**config.mk**
```make
export PLATFORM = sky130hd
export DESIGN_NAME = tone_detector_flat
export DESIGN_NICKNAME = d
export VERILOG_FILES = /design/src/rtl/tone_detector_pkg.sv /design/src/rtl/tone_detector_if.sv /design/src/rtl/tone_detector_sync_edge_detect.sv /design/src/rtl/tone_detector.sv /design/src/flat_wrapper.sv
export SDC_FILE = /design/constraint.sdc
export NUM_CORES = 1
export LEC_CHECK = 0
export BUFFER_PORTS_ARGS = -buffer_cell sky130_fd_sc_hd__buf_2
export CAP_MARGIN = 20
export CORE_ASPECT_RATIO = 1.4
export CORE_MARGIN = 4
export CORE_UTILIZATION = 30
export DETAILED_ROUTE_END_ITERATION = 16
export MAX_ROUTING_LAYER = met4
export RECOVER_POWER = 25
export SYNTH_ARGS = -nofsm -noshare
export SYNTH_HDL_FRONTEND = slang
export SYNTH_SLANG_ARGS = --single-unit
```
**constraint.sdc**
```tcl
create_clock -name clk -period 7.05 [get_ports clk]
set_clock_uncertainty 0.1 [all_clocks]
set_input_delay 0.3525 -clock clk [delete_from_list [all_inputs] [get_ports clk]]
set_output_delay 0.3525 -clock clk [all_outputs]
set_load 0.005 [all_outputs]
```
**src/rtl/tone_detector_pkg.sv**
```systemverilog
// Shared definitions for the audio tone path.
//   - Default clock and frequency parameters for tone_detector.
//   - State encoding for the period-measurement FSM.
//   - period_of(): converts a frequency in Hz to a period in clk cycles.
//   - within_tol(): tolerance test |val - ref_val| <= ref_val >> shift.
package tone_detector_pkg;

  localparam int unsigned DEF_CLK_FREQ  = 100_000_000;
  localparam int unsigned DEF_TONE_FREQ = 1000;
  localparam int unsigned DEF_MIN_FREQ  = 50;
  localparam int unsigned DEF_MAX_FREQ  = 20_000;
  localparam int unsigned DEF_TOL_SHIFT = 4;
  localparam int unsigned DEF_CONFIRM   = 3;

  typedef enum logic [1:0] {
    IDLE,
    MEASURE,
    LOCKED
  } state_t;

  function automatic logic [31:0] period_of(input int unsigned clk_freq,
                                            input int unsigned freq);
    return 32'(clk_freq / freq);
  endfunction

  // The difference is taken at 33 bits signed so neither operand order can
  // wrap around and fake a match.
  function automatic logic within_tol(input logic [31:0] val,
                                      input logic [31:0] ref_val,
                                      input int unsigned shift);
    logic signed [32:0] diff;
    logic [32:0]        mag;
    diff = $signed({1'b0, val}) - $signed({1'b0, ref_val});
    mag  = diff[32] ? $unsigned(-diff) : $unsigned(diff);
    return mag <= {1'b0, ref_val >> shift};
  endfunction

endpackage

```
**src/rtl/tone_detector_if.sv**
```systemverilog
// Signal bundle between the tone detector and its consumer.
//   audio_in   : raw asynchronous square wave into the detector
//   tone_valid : locked to a stable tone
//   period_out : last accepted period in clk cycles
//   period_stb : one-cycle pulse when period_out updates
//   freq_match : locked and period_out within tolerance of the nominal tone
// master = detector side, slave = consumer side (which also sources audio_in).
interface tone_detector_if;
  logic        audio_in;
  logic        tone_valid;
  logic [31:0] period_out;
  logic        period_stb;
  logic        freq_match;

  modport master (
    input  audio_in,
    output tone_valid,
    output period_out,
    output period_stb,
    output freq_match
  );

  modport slave (
    output audio_in,
    input  tone_valid,
    input  period_out,
    input  period_stb,
    input  freq_match
  );
endinterface

```
**src/rtl/tone_detector_sync_edge_detect.sv**
```systemverilog
// Two-flop synchronizer followed by a rising-edge detector, reusable for any
// asynchronous level input (audio, buttons).
//   clk      : system clock
//   rst      : synchronous reset, active-high
//   async_in : asynchronous input level
//   rise     : one-cycle pulse on a synchronized 0->1 transition
// Pin-to-rise latency is two clocks; the consumer registers it on the third.
module tone_detector_sync_edge_detect (
  input  logic clk,
  input  logic rst,
  input  logic async_in,
  output logic rise
);

  logic s1, s2, s3;

  always_ff @(posedge clk) begin
    if (rst) begin
      s1 <= 1'b0;
      s2 <= 1'b0;
      s3 <= 1'b0;
    end else begin
      s1 <= async_in;
      s2 <= s1;
      s3 <= s2;
    end
  end

  assign rise = s2 & ~s3;

endmodule

```
**src/rtl/tone_detector.sv**
```systemverilog
// Measures the period of a square-wave tone and locks after CONFIRM
// consecutive consistent periods.
//   clk : system clock
//   rst : synchronous reset, active-high
//   bus : tone_detector_if.master (audio_in in; tone_valid, period_out,
//         period_stb, freq_match out, all registered)
// cnt restarts at 1 on every accepted rise, so its value at the next accepted
// rise is the period in clk cycles. Rises closer than MIN_PERIOD are glitches;
// no accepted rise for TIMEOUT cycles means silence and returns to IDLE.
module tone_detector
  import tone_detector_pkg::*;
#(
  parameter int unsigned CLK_FREQ  = DEF_CLK_FREQ,
  parameter int unsigned TONE_FREQ = DEF_TONE_FREQ,
  parameter int unsigned MIN_FREQ  = DEF_MIN_FREQ,
  parameter int unsigned MAX_FREQ  = DEF_MAX_FREQ,
  parameter int unsigned TOL_SHIFT = DEF_TOL_SHIFT,
  parameter int unsigned CONFIRM   = DEF_CONFIRM
) (
  input logic             clk,
  input logic             rst,
  tone_detector_if.master bus
);

  localparam logic [31:0] NOM_PERIOD = period_of(CLK_FREQ, TONE_FREQ);
  localparam logic [31:0] MIN_PERIOD = period_of(CLK_FREQ, MAX_FREQ);
  localparam logic [31:0] TIMEOUT    = period_of(CLK_FREQ, MIN_FREQ);
  localparam int          MCW        = $clog2(CONFIRM + 1);
  localparam logic [MCW-1:0] CONFIRM_C = MCW'(CONFIRM);

  logic           rise;
  state_t         state_q, state_d;
  logic [31:0]    cnt_q, cnt_d;
  logic [31:0]    ref_q, ref_d;
  logic [31:0]    period_q, period_d;
  logic [MCW-1:0] mcnt_q, mcnt_d, mcnt_inc;
  logic           valid_q, valid_d;
  logic           stb_q, stb_d;
  logic           fmatch_q;
  logic           match, accept, timeout;

  tone_detector_sync_edge_detect u_sync (
    .clk      (clk),
    .rst      (rst),
    .async_in (bus.audio_in),
    .rise     (rise)
  );

  // NOTE: sequential state uses non-blocking assignments so every flop
  // samples pre-edge values regardless of statement order.
  always_ff @(posedge clk) begin
    if (rst) begin
      state_q  <= IDLE;
      cnt_q    <= '0;
      ref_q    <= '0;
      period_q <= '0;
      mcnt_q   <= '0;
      valid_q  <= 1'b0;
      stb_q    <= 1'b0;
      fmatch_q <= 1'b0;
    end else begin
      state_q  <= state_d;
      cnt_q    <= cnt_d;
      ref_q    <= ref_d;
      period_q <= period_d;
      mcnt_q   <= mcnt_d;
      valid_q  <= valid_d;
      stb_q    <= stb_d;
      // Judged from the registered outputs, so it trails them by one cycle.
      fmatch_q <= valid_q && within_tol(period_q, NOM_PERIOD, TOL_SHIFT);
    end
  end

  // NOTE: every variable gets a default before the case so no path can leave
  // one unassigned and infer a latch.
  always_comb begin
    state_d  = state_q;
    cnt_d    = cnt_q;
    ref_d    = ref_q;
    period_d = period_q;
    mcnt_d   = mcnt_q;
    valid_d  = valid_q;
    stb_d    = 1'b0;
    match    = within_tol(cnt_q, ref_q, TOL_SHIFT);
    accept   = rise && (cnt_q >= MIN_PERIOD);
    timeout  = (cnt_q == TIMEOUT);
    mcnt_inc = mcnt_q + 1'b1;

    case (state_q)
      IDLE: begin
        if (rise) begin
          state_d = MEASURE;
          cnt_d   = 32'd1;
          mcnt_d  = '0;
        end
      end

      MEASURE, LOCKED: begin
        if (!timeout) cnt_d = cnt_q + 32'd1;

        // Silence wins over a rise landing in the same cycle.
        if (timeout) begin
          state_d  = IDLE;
          cnt_d    = '0;
          valid_d  = 1'b0;
          period_d = '0;
          mcnt_d   = '0;
        end else if (accept) begin
          cnt_d = 32'd1;
          ref_d = cnt_q;
          if (state_q == MEASURE) begin
            // The first period after IDLE has no reference to compare with.
            if (mcnt_q == '0 || !match) begin
              mcnt_d = MCW'(1);
            end else begin
              mcnt_d = mcnt_inc;
              if (mcnt_inc == CONFIRM_C) begin
                state_d  = LOCKED;
                valid_d  = 1'b1;
                period_d = cnt_q;
                stb_d    = 1'b1;
              end
            end
          end else if (match) begin
            period_d = cnt_q;
            stb_d    = 1'b1;
          end else begin
            // The off-tone period becomes the new reference and counts as
            // the first of the next confirmation run.
            state_d = MEASURE;
            valid_d = 1'b0;
            mcnt_d  = MCW'(1);
          end
        end
      end

      default: state_d = IDLE;
    endcase
  end

  assign bus.tone_valid = valid_q;
  assign bus.period_out = period_q;
  assign bus.period_stb = stb_q;
  assign bus.freq_match = fmatch_q;

endmodule
```
**src/flat_wrapper.sv**
```systemverilog
// flat-port wrapper written by rule: the top's interface ports become plain ports
module tone_detector_flat import tone_detector_pkg::*;
#(
  parameter int unsigned CLK_FREQ  = DEF_CLK_FREQ,
  parameter int unsigned TONE_FREQ = DEF_TONE_FREQ,
  parameter int unsigned MIN_FREQ  = DEF_MIN_FREQ,
  parameter int unsigned MAX_FREQ  = DEF_MAX_FREQ,
  parameter int unsigned TOL_SHIFT = DEF_TOL_SHIFT,
  parameter int unsigned CONFIRM   = DEF_CONFIRM
)
  (clk, rst, bus_audio_in, bus_tone_valid, bus_period_out, bus_period_stb, bus_freq_match);
  tone_detector_if bus_i ();
  input logic clk;
  input logic rst;
  input wire logic [$bits(bus_i.audio_in)-1:0] bus_audio_in;
  output wire logic [$bits(bus_i.tone_valid)-1:0] bus_tone_valid;
  output wire logic [$bits(bus_i.period_out)-1:0] bus_period_out;
  output wire logic [$bits(bus_i.period_stb)-1:0] bus_period_stb;
  output wire logic [$bits(bus_i.freq_match)-1:0] bus_freq_match;
  assign bus_i.audio_in = bus_audio_in;
  assign bus_tone_valid = bus_i.tone_valid;
  assign bus_period_out = bus_i.period_out;
  assign bus_period_stb = bus_i.period_stb;
  assign bus_freq_match = bus_i.freq_match;
  tone_detector #(.CLK_FREQ(CLK_FREQ), .TONE_FREQ(TONE_FREQ), .MIN_FREQ(MIN_FREQ), .MAX_FREQ(MAX_FREQ), .TOL_SHIFT(TOL_SHIFT), .CONFIRM(CONFIRM)) u_core (.clk(clk), .rst(rst), .bus(bus_i));
endmodule
```
# After elaboration in Yosys (flattened, before gate mapping)
# Index checks and enable logic that the tools add are counted.
# W data, S select, Z words.
classes:
  muxes: 36
  bitwise: 5
  order_cmp: 3
  n_reduce_logical: 17
  add_sub_neg: 6
  n_eq_ne: 12
op_table:
  columns: ["cell", "n"]
  rows:
  - ["$mux W32", 9]
  - ["$mux W33", 2]
  - ["$neg A33 Y33", 2]
  - ["$pmux W32 S2", 1]
  - ["$le A33 B13 Y1 const B", 1]
  - ["$le A33 B28 Y1", 1]
  - ["$sub A32 B17 Y33 const B", 1]
  - ["$sub A32 B32 Y33", 1]
  - ["$add A32 B1 Y32 const B", 1]
  - ["$eq A32 B21 Y1 const B", 1]
  - ["$ge A32 B13 Y1 const B", 1]
  - ["$mux W2", 12]
  - ["$reduce_and A5 Y1", 3]
  - ["$mux W1", 10]
  - ["$ne A4 B3 Y1 const B", 2]
  - ["$pmux W2 S2", 2]
  - ["$ne A3 B2 Y1 const B", 2]
  - ["$eq A2 B2 Y1 const B", 2]
  - ["$logic_not A2 Y1", 2]
  - ["$ne A4 B4 Y1 const B", 1]
  - ["$not A1 Y1", 4]
  - ["$reduce_and A4 Y1", 1]
  - ["$reduce_bool A2 Y1", 2]
  - ["$reduce_or A4 Y1", 1]
  - ["13 further kinds", 14]
totals:
  inputBits: 3
  register_bits: 106
  output_inout_bits: 35
  wordCells: 90

# Logic depth before layout (Yosys ltp)
logic_depth:
  word_depth: 11
  ltp_mapped: 29
  mapped_depth_nobuf: 27

# Modules after synthesis
# A second synthesis with hierarchy kept.
unflattened:
  hier_cells: 1216
  area_unflattened_um2: 8991.1
by_module_without_submodules:
  columns: ["module", "cells_per_inst", "instances", "seq_area_each_um2", "area_each_um2"]
  rows:
  - ["tone_detector", 1209, 1, 2062.0, 8903.5]
  - ["tone_detector_sync_edge_detect", 7, 1, 60.1, 87.6]

# Worst setup path before layout
# No wires, ideal clock.
synth_path:
  kind: "register to register"
  startpoint: "reg u_core.cnt_q[0]"
  endpoint: "reg u_core.period_q[11], in the netlist u_core.bus.period_out[11]"
  arrival_time_ps: 5787
  path_stages_with_launch: 30
  synth_period_minus_slack_ps: 6015
  required_time_ps: 6822
  setup_time_ps: 128
  n_path_buf: 2
  path_slack_ps: 1035
  cell_sequence: "dfxtp_1 inv_1 ha_1 fa_1 nand2b_1 a21oi_2 nand2b_1 xnor2_2 nand3_1 or3_1 nor3_1 nand2_1 o21ai_0 xor2_1 ha_1 and3_1 nand4_1 nor2_1 a221o_1 o31a_1 o41ai_1 nand2b_1 a31oi_1 mux2i_1 a2111oi_4 a21boi_1 buf_4 buf_6 mux2i_1 nor2_1"
synth_via:
  elab_chain_len: 8
  word_cells_on_any_way: 15
  classes_between: "add/sub (2); order compare (2); eq/ne (3); mux (2); reduce/logical (6)"
synth_lines:
  columns: ["item", "line", "source"]
  rows:
  - ["start: declaration", "tone_detector.sv:33", "logic [31:0] cnt_q, cnt_d;"]
  - ["start signal: assignment", "tone_detector.sv:63", "cnt_q <= cnt_d;"]
  - ["$sub A32 B32 Y33", "tone_detector_pkg.sv:33", "diff = $signed({1'b0, val}) - $signed({1'b0, ref_val});"]
  - ["$neg A33 Y33", "tone_detector_pkg.sv:34", "mag = diff[32] ? $unsigned(-diff) : $unsigned(diff);"]
  - ["$mux W33", "tone_detector_pkg.sv:34", null]
  - ["$le A33 B28 Y1", "tone_detector_pkg.sv:35", "return mag <= {1'b0, ref_val >> shift};"]
  - ["$logic_not A1 Y1", "tone_detector.sv:113", "if (mcnt_q == '0 || !match) begin"]
  - ["$logic_or A1 B1 Y1", "tone_detector.sv:113", null]
  - ["$ne A3 B2 Y1 (no source line)", null, null]
  - ["$reduce_and A5 Y1 (no source line)", null, null]
  - ["end signal: assignment", "tone_detector.sv:65", "period_q <= period_d;"]
  - ["end: declaration", "tone_detector.sv:35", "logic [31:0] period_q, period_d;"]
# Parallel ways exist; a longest one is shown, timed or not.
# A chain may end at the register's enable or synchronous reset.

# Worst setup path after layout
layout_path:
  startpoint: "reg u_core.cnt_q[0]"
  endpoint: "reg u_core.mcnt_q[1]"
layout_via:
  elab_chain_len: 11
  word_cells_on_any_way: 17
  classes_between: "add/sub (2); order compare (2); eq/ne (3); mux (6); reduce/logical (4)"
layout_lines:
  columns: ["item", "line", "source"]
  rows:
  - ["$sub A32 B32 Y33", "tone_detector_pkg.sv:33", null]
  - ["$neg A33 Y33", "tone_detector_pkg.sv:34", null]
  - ["$mux W33", "tone_detector_pkg.sv:34", null]
  - ["$le A33 B28 Y1", "tone_detector_pkg.sv:35", null]
  - ["$logic_not A1 Y1", "tone_detector.sv:113", null]
  - ["$logic_or A1 B1 Y1", "tone_detector.sv:113", null]
  - ["$mux W2", "tone_detector.sv:113", null]
  - ["$mux W2", "tone_detector.sv:111", "if (state_q == MEASURE) begin"]
  - ["$mux W2", "tone_detector.sv:108", "end else if (accept) begin"]
  - ["$mux W2", "tone_detector.sv:102", "if (timeout) begin"]
  - ["$pmux W2 S2", "tone_detector.sv:89", "case (state_q)"]
  - ["end signal: assignment", "tone_detector.sv:66", "mcnt_q <= mcnt_d;"]
  - ["end: declaration", "tone_detector.sv:36", "logic [MCW-1:0] mcnt_q, mcnt_d, mcnt_inc;"]
# Parallel ways exist; a longest one is shown, timed or not. The select of a mux whose other input is x is not followed.

==> key figures <==
Status
  – Result of the run: complete, no violations

Worst setup path
  – Worst Setup Start Kind: register
  – Crit Path Max Fanout: 8
  – Data arrival time of the critical path: 6.74 ns
  – Crit path kind: reg2reg
  – Crit. End Element: register
  – Worst Setup SP: u_core.cnt_q[0]$_SDFFE_PP0P_
  – Crit path required time: 7.23 ns
  – Worst R2R Start: u_core.cnt_q[0]$_SDFFE_PP0P_
  – Worst reg2reg path depth: 26

Min path
  – Hold path depth: 2
  – Hold Path Origin: bus_audio_in
  – HP Class: in2reg

Power and ir drop
  – Leak Pwr: 4.08 nW
  – Pwr dens: 189 nW/um^2
  – Max IR drop VDD: 0.122 mV

Clock network
  – Root buffer cell: clkbuf_16
  – # hold bufs at CTS: 0
  – Inserted Clock Buffers: 9
  – TritonCTS clock tree: built
  – Clk Latency, worst-skew pair: 0.36 ns
  – Reg clk slew, reported paths: 0.07 ns
  – Clk sink count: 106
  – Max H-tree Level: 3
  – CTS Buffer Depth: 2

Yosys
  – Number of synthesized register bits: 106
  – Post-synthesis sequential area ratio: 0.242
  – EDFF count, synth: 0
  – Synth Net Count: 1228
  – Mapped Area: 8760 um^2
  – Syn Area/Cell: 7.61 um^2
  – Prevailing post-synth register cell: dfxtp_1
  – Yosys warning count: 0
  – Post-synth ARST share: 0
  – Yosys cell types: 84
  – Post-Syn Instances: 1151

Timing
  – Final worst-path cycle share: 0.931
  – Worst slew pin tran: 0.829 ns
  – Slew Limit Fails: 0
  – Period minus WS final: 6.56 ns
  – Final setup vio count: 0
  – RSZ-0062 raised after global routing: false
  – Endpoints failing hold: 0
  – Total Negative Setup Slacks: 0 ns
  – Slew Limit Headroom: 0.443
  – Max Freq: 152 MHz

Drt
  – DRC viols: 0
  – Post-Route WL: 26100 um
  – Routed Antenna Nets: 0
  – Drt pass-1 iters: 4
  – WL per Instance: 16.6 um
  – Number of DRC markers in iteration 0: 436
  – DR vias: 8502
  – DR vias/cell: 5.42

Place
  – HPWL after DPL: 20600 um
  – PortBufs: 37
  – Post-Place Cells: 1549
  – Routability cong.: 0.954
  – Dpl cell area: 9420 um^2

GRT
  – Vias in the first global route: 8069
  – GR Util All Layers: 0.161
  – Initial antenna violation count: 0
  – Grt total ovfl: 0
  – Largest net degree at the start of global routing: 79
  – First-pass GRT wire length: 41800 um

Cells and area
  – Reg area: 2120 um^2
  – Post-layout utilization of the core: 0.342
  – Area of the multi-input gates: 6310 um^2
  – Final Cell Area: 9770 um^2
  – Non-filler instance count after layout: 1570
  – N_diodes: 0
  – Nets: 1267
  – P&R area growth vs syn: 11.6%
  – Share of layout cells above drive strength 1: 0.0946
  – Fill cells: 3012

Job
  – Number of max-cap violations: 0

Floorplanning
  – Num rows: 73
  – I/O pins: 38
  – Full die area: 32000 um^2
  – Die Y: 210 um
  – Core area: 28600 um^2
  – Die extent in x: 152 um
  – Initial Utilization: 0.306
## cell type report
cell class / count / share of cell area
multi-input cells: 955 / 0.646
flip-flops and latches: 106 / 0.217
well taps: 375 / 0.0480
repair buffers: 70 / 0.0424
clock buffers: 9 / 0.0230
inverters: 48 / 0.0184
clock inverters: 7 / 0.00525
## per-stage QoR
stage	hold WS, ns	power, mW	setup WS, ns
finish	0.106	1.85	0.488
global route	0.112	1.95	0.0494
CTS	0.103	1.81	0.219
detailed placement	0.327	1.33	0.260
global placement	0.322	1.32	0.319
floorplan	0.314	1.17	1.04
## worst max-delay path, stage by stage (launching register included)
cell and delay [ns]:
dfxtp_2 0.36, inv_1 0.08, ha_1 0.21, fa_1 0.40
nand2b_1 0.22, a21oi_4 0.27, nand2b_1 0.20, xnor2_2 0.16
nand2_1 0.09, or4b_1 0.61, nor3_1 0.30, nand2_1 0.19
o31ai_1 0.32, xnor2_1 0.12, ha_1 0.31, nand4_1 0.09
nor3_1 0.38, o31a_1 0.24, o41ai_2 0.08, and3_1 0.20
mux2i_2 0.30, a211oi_4 0.13, buf_4 0.15, buf_4 0.12
a31o_2 0.25, or4_1 0.47, a21oi_1 0.14
## metal layers
layer,routed length (um),global-route usage
met1,11200,0.184
met2,12900,0.282
met3,618,0.0115
met4,1380,0.0847
met5,0,-
## cell usage after synthesis (all sizes together) (20+ instances only)
master  instances  area [um^2]
nor3           22          115
xnor2          55          508
clkbuf         26         97.6
dfxtp         106         2120
nor2          113          424
a21oi         113          603
nand2         147          562
or3            20          125
mux2i          24          240
ha             73          913
o21ai          61          309
inv            48          180
nand4          30          188
nand3          34          170
xor2           38          333
## logic make-up after synthesis
logic type      Yosys count  synth area share
fa+ha+maj                74             0.107
flops                   106             0.242
simple gates            473             0.267
mux                      25            0.0291
buf+inv                  91            0.0453
xor+xnor                 93            0.0960
compound gates          289             0.214
## power by group
part / internal [mW] / switching [mW] / total (mW)
clock: 0.242 / 0.234 / 0.476
sequential: 0.607 / 0.00799 / 0.615
combinational: 0.302 / 0.454 / 0.755
total: 1.15 / 0.696 / 1.85
## worst paths after layout
check | slack (ns) | endpoint
worst min register to register | 0.34 | u_core.u_sync.s2$_SDFF_PP0_
worst min-delay path | 0.11 | u_core.u_sync.s1$_SDFF_PP0_
worst max-delay path | 0.49 | u_core.mcnt_q[1]$_SDFFE_PP0P_
worst max register to register | 0.49 | u_core.mcnt_q[1]$_SDFFE_PP0P_
## cells in the final DEF, fill, tap and decap left out, types with 3 or more instances in the layout
cell,instances
a211oi_1,5
a21o_1,17
a21oi_1,104
a21oi_2,7
a22oi_1,3
a311oi_1,3
a31oi_1,9
and2_1,15
and3_1,16
and4_1,5
buf_2,22
buf_4,33
clkbuf_1,15
clkbuf_16,9
dfxtp_1,105
ha_1,73
inv_1,48
mux2i_1,23
nand2_1,145
nand2b_1,15
nand3_1,33
nand3b_1,4
nand4_1,30
nor2_1,113
nor2b_1,13
nor3_1,20
nor3b_1,5
nor4_1,13
o211ai_1,10
o21a_1,11
o21ai_0,55
o21ai_1,5
o31ai_1,13
o41ai_1,4
or2_2,3
or3_1,20
or4_1,5
xnor2_1,53
xor2_1,38
## sequential cells by signal, summed over array words and instances (netlist names)
signal / flops
u_core.bus.freq_match: 1
u_core.bus.period_out: 32
u_core.bus.period_stb: 1
u_core.bus.tone_valid: 1
u_core.cnt_q: 32
u_core.mcnt_q: 2
u_core.ref_q: 32
u_core.state_q: 2
u_core.u_sync.s1: 1
u_core.u_sync.s2: 1
u_core.u_sync.s3: 1
## repair_timing
item                                    4_1_cts  5_1_grt
buffers inserted                              0        4
gates resized for setup                       0       10
endpoints found under the setup margin        0       37
Note: power is estimated with default switching activity, not from simulation.
